--- config.mk ---
export PLATFORM = sky130hd
export DESIGN_NAME = fetch_ctrl
export DESIGN_NICKNAME = d
export VERILOG_FILES = /design/src/rtl/fetch_ctrl.sv
export SDC_FILE = /design/constraint.sdc
export NUM_CORES = 1
export LEC_CHECK = 0
export ABC_AREA = 1
export CORE_MARGIN = 1
export CORE_UTILIZATION = 40
export CTS_CLUSTER_DIAMETER = 30
export DETAILED_ROUTE_END_ITERATION = 12
export GPL_TIMING_DRIVEN = 0
export PLACE_DENSITY = 0.76
export SETUP_SLACK_MARGIN = 0.5
export SYNTH_ARGS = -nofsm -noshare
export SYNTH_HDL_FRONTEND = slang
export SYNTH_SLANG_ARGS = --single-unit
--- constraint.sdc ---
create_clock -name i_clk -period 3.4 [get_ports i_clk]
set_input_delay 0.68 -clock i_clk [delete_from_list [all_inputs] [get_ports i_clk]]
set_output_delay 0.68 -clock i_clk [all_outputs]
set_load 0.1 [all_outputs]
--- src/rtl/fetch_ctrl.sv ---
// Fetch sequencing controller: paces PC advance / IF/ID capture against instruction-memory wait
// states, stalls and branch redirects, and keeps issue/stall performance counters.
module fetch_ctrl #(
  parameter int unsigned MEM_WAIT = 1,
  parameter int unsigned ADDR_W   = 32
) (
  input  logic              i_clk,
  input  logic              i_rst_n,
  input  logic              i_ce,
  input  logic [3:0]        i_stall_req,
  input  logic              i_flush,
  input  logic [ADDR_W-1:0] i_branch_target,
  output logic              o_pc_wd,
  output logic              o_ifid_wd,
  output logic              o_ifid_flush,
  output logic              o_redirect_valid,
  output logic [ADDR_W-1:0] o_redirect_addr,
  output logic              o_busy,
  output logic [31:0]       o_issue_cnt,
  output logic [15:0]       o_stall_cycles
);

  localparam logic [3:0] WaitInit = 4'(MEM_WAIT);

  typedef enum logic [1:0] {StIdle, StFetch, StStall} state_e;

  state_e              r_state, w_state_nxt;
  logic [3:0]          r_wcnt, w_wcnt_nxt;
  logic                r_pc_wd, w_pc_wd_nxt;
  logic                r_ifid_flush, w_ifid_flush_nxt;
  logic                r_redirect_valid, w_redirect_valid_nxt;
  logic [ADDR_W-1:0]   r_redirect_addr, w_redirect_addr_nxt;
  logic                r_busy, w_busy_nxt;
  logic [31:0]         r_issue_cnt, w_issue_cnt_nxt;
  logic [15:0]         r_stall_cycles, w_stall_cycles_nxt;
  logic                w_stall;

  assign w_stall = |i_stall_req;

  always_comb begin
    w_state_nxt          = r_state;
    w_wcnt_nxt           = r_wcnt;
    w_pc_wd_nxt          = 1'b0;
    w_ifid_flush_nxt     = 1'b0;
    w_redirect_valid_nxt = 1'b0;
    w_redirect_addr_nxt  = r_redirect_addr;
    w_issue_cnt_nxt      = r_issue_cnt;
    w_stall_cycles_nxt   = r_stall_cycles;

    if (!i_ce) begin
      w_state_nxt = StIdle;
    end else begin
      if (r_state == StStall && r_stall_cycles != 16'hFFFF) begin
        w_stall_cycles_nxt = r_stall_cycles + 16'd1;
      end
      case (r_state)
        StIdle: begin
          w_state_nxt = StFetch;
          w_wcnt_nxt  = WaitInit;
        end
        StFetch, StStall: begin
          if (i_flush) begin
            // Redirect wins over any fetch due on this edge
            w_redirect_valid_nxt = 1'b1;
            w_ifid_flush_nxt     = 1'b1;
            w_redirect_addr_nxt  = i_branch_target;
            w_wcnt_nxt           = WaitInit;
            w_state_nxt          = w_stall ? StStall : StFetch;
          end else if (r_state == StFetch) begin
            if (r_wcnt != 4'd0) begin
              w_wcnt_nxt = r_wcnt - 4'd1;
            end else if (w_stall) begin
              w_state_nxt = StStall;
            end else begin
              w_pc_wd_nxt     = 1'b1;
              w_wcnt_nxt      = WaitInit;
              w_issue_cnt_nxt = r_issue_cnt + 32'd1;
            end
          end else if (!w_stall) begin
            // Memory wait already elapsed, so issue on the next edge
            w_state_nxt = StFetch;
            w_wcnt_nxt  = 4'd0;
          end
        end
        default: w_state_nxt = StIdle;
      endcase
    end

    w_busy_nxt = (w_state_nxt != StIdle);
  end

  always_ff @(posedge i_clk or negedge i_rst_n) begin
    if (!i_rst_n) begin
      r_state          <= StIdle;
      r_wcnt           <= WaitInit;
      r_pc_wd          <= 1'b0;
      r_ifid_flush     <= 1'b0;
      r_redirect_valid <= 1'b0;
      r_redirect_addr  <= '0;
      r_busy           <= 1'b0;
      r_issue_cnt      <= '0;
      r_stall_cycles   <= '0;
    end else begin
      r_state          <= w_state_nxt;
      r_wcnt           <= w_wcnt_nxt;
      r_pc_wd          <= w_pc_wd_nxt;
      r_ifid_flush     <= w_ifid_flush_nxt;
      r_redirect_valid <= w_redirect_valid_nxt;
      r_redirect_addr  <= w_redirect_addr_nxt;
      r_busy           <= w_busy_nxt;
      r_issue_cnt      <= w_issue_cnt_nxt;
      r_stall_cycles   <= w_stall_cycles_nxt;
    end
  end

  assign o_pc_wd          = r_pc_wd;
  assign o_ifid_wd        = r_pc_wd;
  assign o_ifid_flush     = r_ifid_flush;
  assign o_redirect_valid = r_redirect_valid;
  assign o_redirect_addr  = r_redirect_addr;
  assign o_busy           = r_busy;
  assign o_issue_cnt      = r_issue_cnt;
  assign o_stall_cycles   = r_stall_cycles;

endmodule

==> metrics.yaml, run 1 <==
clocking:
  path_clk_slew_ns: 0.06
  htree_levels: 3
  clock_sinks: 89
  postCtsSetupBuffers: 0
  ctsHoldBuffers: 0
  ctsResizeCount: 0
  cts_buffers: 9
  insertion_delay_ns: 0.33
  tritoncts: "built"
  clockBufferDepth: 2
  cts-root-buf: "clkbuf_16"
pwr:
  seqPwrFrac_pct: 30.7
  power_frac_clock_pct: 21.8
  internal_power_mw: 2.31
  ir_worst_vdd_v: 0.000572
  swShare_pct: 48.7
  p_comb_share_pct: 47.5
  p_per_area_nw_per_um2: 684
  p_sw_mw: 2.19
  totalPowerFinal_mw: 4.50
  leakage_nw: 3.17
drt:
  ant_nets: 0
  drt-pass1-iter-count: 10
  drtIter0Drc: 266
  vias: 4504
  vias_per_cell: 4.64
  routed_wl_um: 11800
  remaining_drc_errors: 4
  wl_per_cell_um: 12.1
final_layout:
  final_layout_size_suffix_gt1_share_pct: 3.99
  utilization_pct: 56.6
  fillCellCount: 1131
  mostFrequentLayoutCells: "349 x nand2_1, 123 x clkdlybuf4s50_1, 88 x dfrtp_1, 81 x nor2_1, 54 x inv_1"
  area_growth_pct: 35.8
  final_common_cell: "nand2_1"
  nets: 870
  antenna_cells: 0
run:
  maxCapViolations: 0
critical_path:
  end_kind: "output port"
  path_cells: "clkdlybuf4s50_1"
  arrival_ns: 1.99
  cp_num_buf_inv: 1
  start_kind: "flop"
  slowest_delay_ns: 1.19
  critPathLaunch: "o_issue_cnt[10]$_DFFE_PN0P_"
  critPathKind: "reg -> out"
  critPathSlowestCell: "clkdlybuf4s50_1"
  crit_family: "buffers and inverters"
  timing.rr.start: "r_state[0]$_DFF_PN0_"
  cp_max_fo: 5
  cp.required_ns: 2.72
timing:
  hold_viol: 0
  timing.final.crit_period_ns: 2.67
  worst-slew-pin-transition_ns: 1.02
  fin_setup_tns_ns: 0
  finalSetupViolCount: 0
  setup_ws_ns: 0.734
  rsz0062_at_grt: "false"
  max_freq_ghz: 0.375
  whs_ns: 0.354
  fin_crit_sh_pct: 78.4
  drv_slew: 0
  clock_skew_ns: 0.00633
  max_slew_margin_pct: 31.5
global_routing:
  track_usage_pct: 20.1
  grt_pass1_wl_um: 20200
  grt_antenna_before_repair: 0
  grt-ovfl-total: 0
  grt_pass1_vias: 4189
  grt_max_degree: 46
synth:
  syn-instance-count: 686
  yosysSeqAreaShare_pct: 46.0
  ys_ff_latch: 89
  synthesis.nets: 734
  avgSynthCellArea_um2: 7.06
  synth_cell_types: 28
  yosys_warnings: 0
  syn_area_um2: 4840
status:
  violations: "design-rule violations"
  outcome: "finished with violations"
floorplanning:
  dieWidth_um: 112
  core_um2: 11600
  rows: 39
  floorplan.initialDensity_pct: 41.7
  num_io_pins: 125
  dieArea_um2: 12600
  die_h_um: 112
placed_design:
  io_buffers: 124
  place_congestion: 0.916
  dp_slack_ns: 0.958
  post-dp-hpwl_um: 8880
worst_hold_path:
  worstHoldPathType: "in -> async"
## power by group through the flow
stage,Combinational [mW],Clock [mW],Sequential [mW]
6_report,2.13,0.980,1.38
3_3_place_gp,2.13,0,1.39
3_5_place_dp,2.15,0,1.39
2_1_floorplan,0.253,0,2.74
4_1_cts,2.14,1.01,1.38
5_1_grt,2.23,1.06,1.41
## registers in the layout, summed over array words and instances, names as in the netlist
| name | count |
|---|---|
| o_issue_cnt | 32 |
| o_redirect_addr | 32 |
| o_stall_cycles | 16 |
| r_wcnt | 4 |
| r_state | 2 |
| o_busy | 1 |
| o_ifid_wd | 1 |
| o_redirect_valid | 1 |
## final timing paths
| kind | end | slack (ns) | depth (start not counted) |
|---|---|---|---|
| setup / recovery | o_issue_cnt[10] | 0.73 | 1 |
| hold / removal | o_redirect_addr[9]$_DFFE_PN0P_ | 0.35 | 1 |
| setup reg to reg | o_redirect_addr[10]$_DFFE_PN0P_ | 1.35 | 8 |
| hold reg to reg | o_redirect_addr[7]$_DFFE_PN0P_ | 0.47 | 2 |
| max in group asynchronous | o_issue_cnt[14]$_DFFE_PN0P_ | 2.41 | 2 |
| min in group i_clk | o_redirect_addr[7]$_DFFE_PN0P_ | 0.47 | 2 |
## cell families (layout without fill, tap and decap cells)
logic type / Yosys count / after routing / synth area share [%]
simple gates: 478 / 478 / 39.7
flops: 89 / 89 / 46.0
buf+inv: 70 / 211 / 6.02
xor+xnor: 24 / 24 / 4.34
compound gates: 17 / 17 / 1.91
fa+ha+maj: 8 / 8 / 2.07
## Yosys cell counts
library cell / instances / area, um^2
nand2_1: 349 / 1310
buf_2: 3 / 15.0
nand2_8: 1 / 20.0
o21bai_1: 1 / 7.51
a21oi_1: 3 / 15.0
nand3_2: 2 / 20.0
xor2_1: 15 / 131
o21ai_0: 11 / 55.1
nor2_4: 2 / 22.5
o211ai_1: 2 / 15.0
clkbuf_1: 7 / 26.3
nand4_1: 6 / 37.5
xnor2_1: 9 / 78.8
nor2_1: 81 / 304
buf_4: 2 / 15.0
inv_4: 1 / 6.26
inv_1: 54 / 203
nand3_1: 28 / 140
inv_2: 1 / 3.75
dfrtp_1: 88 / 2200
nor3_1: 2 / 10.0
nor2_2: 2 / 12.5
ha_1: 8 / 100
dfstp_2: 1 / 26.3
buf_6: 2 / 22.5
or2_2: 1 / 6.26
nand2_4: 2 / 22.5
nand3b_1: 2 / 15.0
## per-layer routing
| metal | track usage [%] | part of all wire [%] | wire length (um) |
|---|---|---|---|
| met5 | 0 | 0 | 0 |
| met3 | 5.45 | 7.9 | 930 |
| met1 | 27.6 | 47 | 5500 |
| met4 | 6.67 | 1.4 | 169 |
| met2 | 30.8 | 44 | 5180 |
## through the flow
| stage | area [um^2] | instances |
|---|---|---|
| floorplan | 4840 | 686 |
| global placement | 6260 | 953 |
| detailed placement | 6290 | 954 |
| CTS | 6580 | 970 |
| global route | 6580 | 970 |
| finish | 6580 | 970 |
## cell type report
cell class	instances	area (um^2)	share of cell area, %
multi-input combinational	527	2320	35.3
sequential	89	2230	33.9
timing repair buffer	125	1270	19.3
clock buffer	15	258	3.92
inverter	56	213	3.23
tap	143	179	2.72
buffer	14	78.8	1.20
clock inverter	1	30.0	0.457
Note: power is estimated with default switching activity, not from simulation.
==> inputs of run 2 (changes only) <==
Clock period 3.4 ns to 2.8 ns, I/O delays scaled along.
==> metrics.yaml, run 2 (same netlist as run 1, synthesis figures left out) <==
critical_path:
  arrival_ns: 1.69  # -0.30 ns
  path_depth: 1  # unchanged
  critPathKind: "reg -> out"
  critPathLaunch: "o_issue_cnt[23]$_DFFE_PN0P_"
  cp_max_fo: 6  # +1
  slowest_delay_ns: 0.89  # -0.30 ns
  r2r_slack_ns: 0.86  # -0.49 ns
  rr_worst_depth: 8  # unchanged
  cp.required_ns: 2.24  # -0.48 ns
  path_cells: "dlygate4sd2_1"
  critPathSlowestCell: "dlygate4sd2_1"
  endpoint: "o_issue_cnt[23]"
  crit_family: "buffers and inverters"
  cp_num_buf_inv: 1  # unchanged
  timing.rr.start: "r_state[0]$_DFF_PN0_"
  end_kind: "output port"
  timing.rr.end: "o_redirect_addr[8]$_DFFE_PN0P_"
  start_kind: "flop"
floorplanning:
  dieArea_um2: 12600  # unchanged
  core_um2: 11600  # unchanged
  floorplan.initialDensity_pct: 41.7  # unchanged
  rows: 39  # unchanged
  die_h_um: 112  # unchanged
  dieWidth_um: 112  # unchanged
  num_io_pins: 125  # unchanged
placed_design:
  dp_slack_ns: 0.464  # -0.494 ns
  place_area_um2: 6290  # about the same
  post-dp-hpwl_um: 8980  # +1.0%
  placed_cells: 954  # unchanged
  place_congestion: 0.900  # -1.7%
  io_buffers: 124  # unchanged
drt:
  drt-pass1-iter-count: 9  # -1
  remaining_drc_errors: 4  # unchanged
  drtIter0Drc: 213  # -20%
  routed_wl_um: 11800  # +0.19%
  vias_per_cell: 4.71  # +1.5%
  ant_nets: 0  # unchanged
  vias: 4573  # +1.5%
  wl_per_cell_um: 12.2  # +0.19%
worst_hold_path:
  worstHoldPathType: "in -> async"
pwr:
  internal_power_mw: 2.68  # +16%
  p_per_area_nw_per_um2: 824  # +21%
  p_sw_mw: 2.68  # +22%
  seqPwrFrac_pct: 31.2  # +0.5 points
  ir_worst_vdd_v: 0.000732  # +28%
  swShare_pct: 49.9  # +1.2 points
  power_frac_clock_pct: 23.5  # +1.7 points
  leakage_nw: 3.48  # +9.9%
  p_comb_share_pct: 45.4  # -2.1 points
timing:
  worst-slew-pin-transition_ns: 1.03  # +0.000958 ns
  whs_ns: 0.208  # -0.146 ns
  max_slew_margin_pct: 31.9  # +0.42 points
  max_freq_ghz: 0.444
  fin_setup_tns_ns: 0  # unchanged
  drv_slew: 0  # unchanged
  setup_ws_ns: 0.547  # -0.187 ns
  finalSetupViolCount: 0  # unchanged
  clock_skew_ns: 0.00728  # +0.000944 ns
  timing.final.crit_period_ns: 2.25
  rsz0062_at_grt: "false"
  fin_crit_sh_pct: 80.5
  hold_viol: 0  # unchanged
final_layout:
  antenna_cells: 0  # unchanged
  nets: 870  # unchanged
  mostFrequentLayoutCells: "349 x nand2_1, 86 x dfrtp_1, 82 x dlygate4sd2_1, 80 x nor2_1, 54 x inv_1"
  final_layout_size_suffix_gt1_share_pct: 5.08  # +1.1 points
  area_growth_pct: 34.3
  stdcell_count: 970  # unchanged
  design_area_um2: 6500  # -1.1%
  fillCellCount: 1188  # +5.0%
  final_common_cell: "nand2_1"
global_routing:
  track_usage_pct: 19.7  # -0.38 points
  grt-ovfl-total: 0  # unchanged
  grt_pass1_vias: 4273  # +2.0%
  grt_pass1_wl_um: 19800  # -1.9%
  grt_antenna_before_repair: 0  # unchanged
  grt_max_degree: 50  # +8.7%
clocking:
  insertion_delay_ns: 0.34  # about the same
  tritoncts: "built"
  path_clk_slew_ns: 0.07  # about the same
  htree_levels: 3  # unchanged
  clock_sinks: 89  # unchanged
  ctsHoldBuffers: 0  # unchanged
  cts_buffers: 9  # unchanged
  clockBufferDepth: 2  # unchanged
  cts-root-buf: "clkbuf_16"
status:
  outcome: "finished with violations"
  violations: "design-rule violations"
run:
  maxCapViolations: 0  # unchanged
## run 2: per-layer routing
metal	global-route usage (%)	vias to the layer above	part of all wire [%]
met4	4.80	0	0.89
met1	25.1	2076	45
met3	6.97	7	8.4
met5	0	-	0
li1	-	2353	-
met2	32.1	137	46
## run 2: repair_timing
action                                  4_1_cts  5_1_grt
endpoints found under the setup margin       85       29
resized for setup                            85        5
buffers inserted                              0        0
## run 2: worst min path at each step
stage	end	slack, ns	depth (start not counted)
global placement	o_redirect_addr[6]$_DFFE_PN0P_	0.45	2
finish	o_redirect_addr[25]$_DFFE_PN0P_	0.21	1
global route	o_redirect_addr[25]$_DFFE_PN0P_	0.24	1
detailed placement	o_redirect_addr[30]$_DFFE_PN0P_	0.46	2
CTS	o_redirect_addr[25]$_DFFE_PN0P_	0.22	1
floorplan	o_busy$_DFF_PN0_	0.26	0
## run 2: cell type report
type | count | area, um^2 | share of cell area, %
Multi-Input combinational cell | 527 | 2330 | 35.8
Sequential cell | 89 | 2230 | 34.3
Timing Repair Buffer | 125 | 1160 | 17.8
Clock buffer | 12 | 267 | 4.10
Inverter | 56 | 213 | 3.27
Tap cell | 143 | 179 | 2.75
Buffer | 14 | 78.8 | 1.21
Clock inverter | 4 | 50.0 | 0.770
## run 2: power by group through the flow
stage / Clock [mW] / Combinational [mW] / Sequential [mW]
floorplan: 0 / 0.307 / 3.33
global placement: 0 / 2.59 / 1.70
detailed placement: 0 / 2.60 / 1.69
CTS: 1.29 / 2.45 / 1.67
global route: 1.34 / 2.54 / 1.71
finish: 1.26 / 2.43 / 1.67
## run 2: per-stage QoR
stage / util (%) / power, mW
after floorplan: - / 3.63
after global placement: 54.0 / 4.28
after detailed placement: 54.2 / 4.30
after CTS: 56.0 / 5.41
after global routing: 56.0 / 5.59
final: 56.0 / 5.36
==> inputs of run 3 (changes only) <==
Clock period 2.8 ns to 2.3 ns, I/O delays scaled along.
==> metrics.yaml, run 3 (same netlist as run 1, synthesis figures left out) <==
status:
  outcome: "finished with violations"
  violations: "design-rule violations"
drt:
  ant_nets: 0  # unchanged
  remaining_drc_errors: 6  # +2
  drt-pass1-iter-count: 9  # unchanged
  drtIter0Drc: 270  # +27%
  routed_wl_um: 12200  # +3.2%
  vias_per_cell: 4.68  # -0.79%
  vias: 4551  # -0.48%
  wl_per_cell_um: 12.5  # +2.9%
final_layout:
  stdcell_count: 973  # +0.31%
  area_growth_pct: 36.8
  antenna_cells: 0  # unchanged
  nets: 873  # +0.34%
  mostFrequentLayoutCells: "347 x nand2_1, 78 x nor2_1, 54 x inv_1, 45 x dfrtp_1"
  final_layout_size_suffix_gt1_share_pct: 21.9  # +17 points
  final_common_cell: "nand2_1"
critical_path:
  arrival_ns: 1.30  # -0.39 ns
  cp.required_ns: 1.84  # -0.40 ns
  start_kind: "flop"
  critPathSlowestCell: "clkdlybuf4s18_2"
  slowest_delay_ns: 0.55  # -0.34 ns
  end_kind: "output port"
  cp_num_buf_inv: 1  # unchanged
  crit_family: "buffers and inverters"
  cp_max_fo: 6  # unchanged
  critPathKind: "reg -> out"
  path_cells: "clkdlybuf4s18_2"
timing:
  timing.final.crit_period_ns: 1.76
  max_slew_margin_pct: 62.2  # +30 points
  finalSetupViolCount: 0  # unchanged
  rsz0062_at_grt: "false"
  max_freq_ghz: 0.567
  hold_viol: 0  # unchanged
  worst-slew-pin-transition_ns: 0.569  # -0.456 ns
  clock_skew_ns: 0.00835  # +0.00107 ns
  whs_ns: 0.00766  # -0.201 ns
  fin_crit_sh_pct: 76.7
  drv_slew: 0  # unchanged
global_routing:
  track_usage_pct: 20.7  # +1.0 points
  grt_pass1_wl_um: 20600  # +3.8%
  grt_max_degree: 69  # +38%
  grt_antenna_before_repair: 0  # unchanged
  grt-ovfl-total: 0  # unchanged
  grt_pass1_vias: 4189  # -2.0%
placed_design:
  post-dp-hpwl_um: 8900  # -0.86%
  placed_cells: 954  # unchanged
  place_congestion: 0.927  # +3.0%
  io_buffers: 124  # unchanged
floorplanning:
  dieArea_um2: 12600  # unchanged
  floorplan.initialDensity_pct: 41.7  # unchanged
  rows: 39  # unchanged
  dieWidth_um: 112  # unchanged
  num_io_pins: 125  # unchanged
  core_um2: 11600  # unchanged
  die_h_um: 112  # unchanged
pwr:
  totalPowerFinal_mw: 6.59  # +23%
  p_per_area_nw_per_um2: 995  # +21%
  ir_worst_vdd_v: 0.00140  # +91%
  leakage_nw: 3.23  # -7.1%
clocking:
  cts-root-buf: "clkbuf_16"
  clock_sinks: 89  # unchanged
  path_clk_slew_ns: 0.06  # about the same
  htree_levels: 3  # unchanged
  insertion_delay_ns: 0.34  # about the same
  tritoncts: "built"
  clockBufferDepth: 2  # unchanged
  cts_buffers: 9  # unchanged
run:
  maxCapViolations: 0  # unchanged
worst_hold_path:
  worstHoldPathType: "in -> async"
==> run 3: metrics by stage <==
step                setup WS (ns)  TNS (ns)  instance area (um^2)  utilization, %
finish                      0.535         0                  6630            57.1
global route                0.490         0                  6630            57.1
CTS                         0.426         0                  6730            58.0
detailed placement        -0.0131   -0.0435                  6370            54.9
global placement            -3.19   -242.33                  6350            54.7
floorplan                   0.506         0                  4930               -
==> run 3: repair_timing <==
action,4_1_cts,5_1_grt
setup buffers,1,2
setup endpoints to repair,139,90
resized for setup,298,60
pin swaps,1,1
hold buffers,0,0
==> run 3: final cells by class <==
class	count	area, um^2
Buffer	14	95.1
Tap cell	143	179
Multi-Input combinational cell	527	2390
Clock inverter	2	12.5
Sequential cell	89	2290
Fill cell	1117	4990
Inverter	56	213
Timing Repair Buffer	128	1170
Clock buffer	14	274
==> run 3: report_power, final <==
group          switching [mW]  internal, mW  total (mW)
clock                   0.599         0.821        1.42
combinational            2.50         0.607        3.11
sequential              0.201          1.87        2.07
==> run 3: per-layer routing <==
metal / GRT usage [%] / up-vias / share of wire (%)
met2: 30.7 / 146 / 43
met3: 5.62 / 15 / 7.8
met5: 0 / - / 0
met4: 8.27 / 0 / 1.6
li1: - / 2358 / -
met1: 28.8 / 2032 / 47
==> run 3: path summary, 6_finish.rpt <==
check / slack (ns) / start / cells after the start / end
worst max-delay path: 0.54 / o_issue_cnt[17]$_DFFE_PN0P_ / 1 / o_issue_cnt[17]
worst min-delay path: 0.008 / i_rst_n / 1 / o_redirect_addr[10]$_DFFE_PN0P_
worst max register to register: 0.64 / o_issue_cnt[0]$_DFFE_PN0P_ / 8 / o_issue_cnt[16]$_DFFE_PN0P_
worst min register to register: 0.47 / o_redirect_addr[27]$_DFFE_PN0P_ / 2 / o_redirect_addr[27]$_DFFE_PN0P_
max in group asynchronous: 1.63 / i_rst_n / 2 / o_stall_cycles[0]$_DFFE_PN0P_
min in group i_clk: 0.47 / o_redirect_addr[27]$_DFFE_PN0P_ / 2 / o_redirect_addr[27]$_DFFE_PN0P_
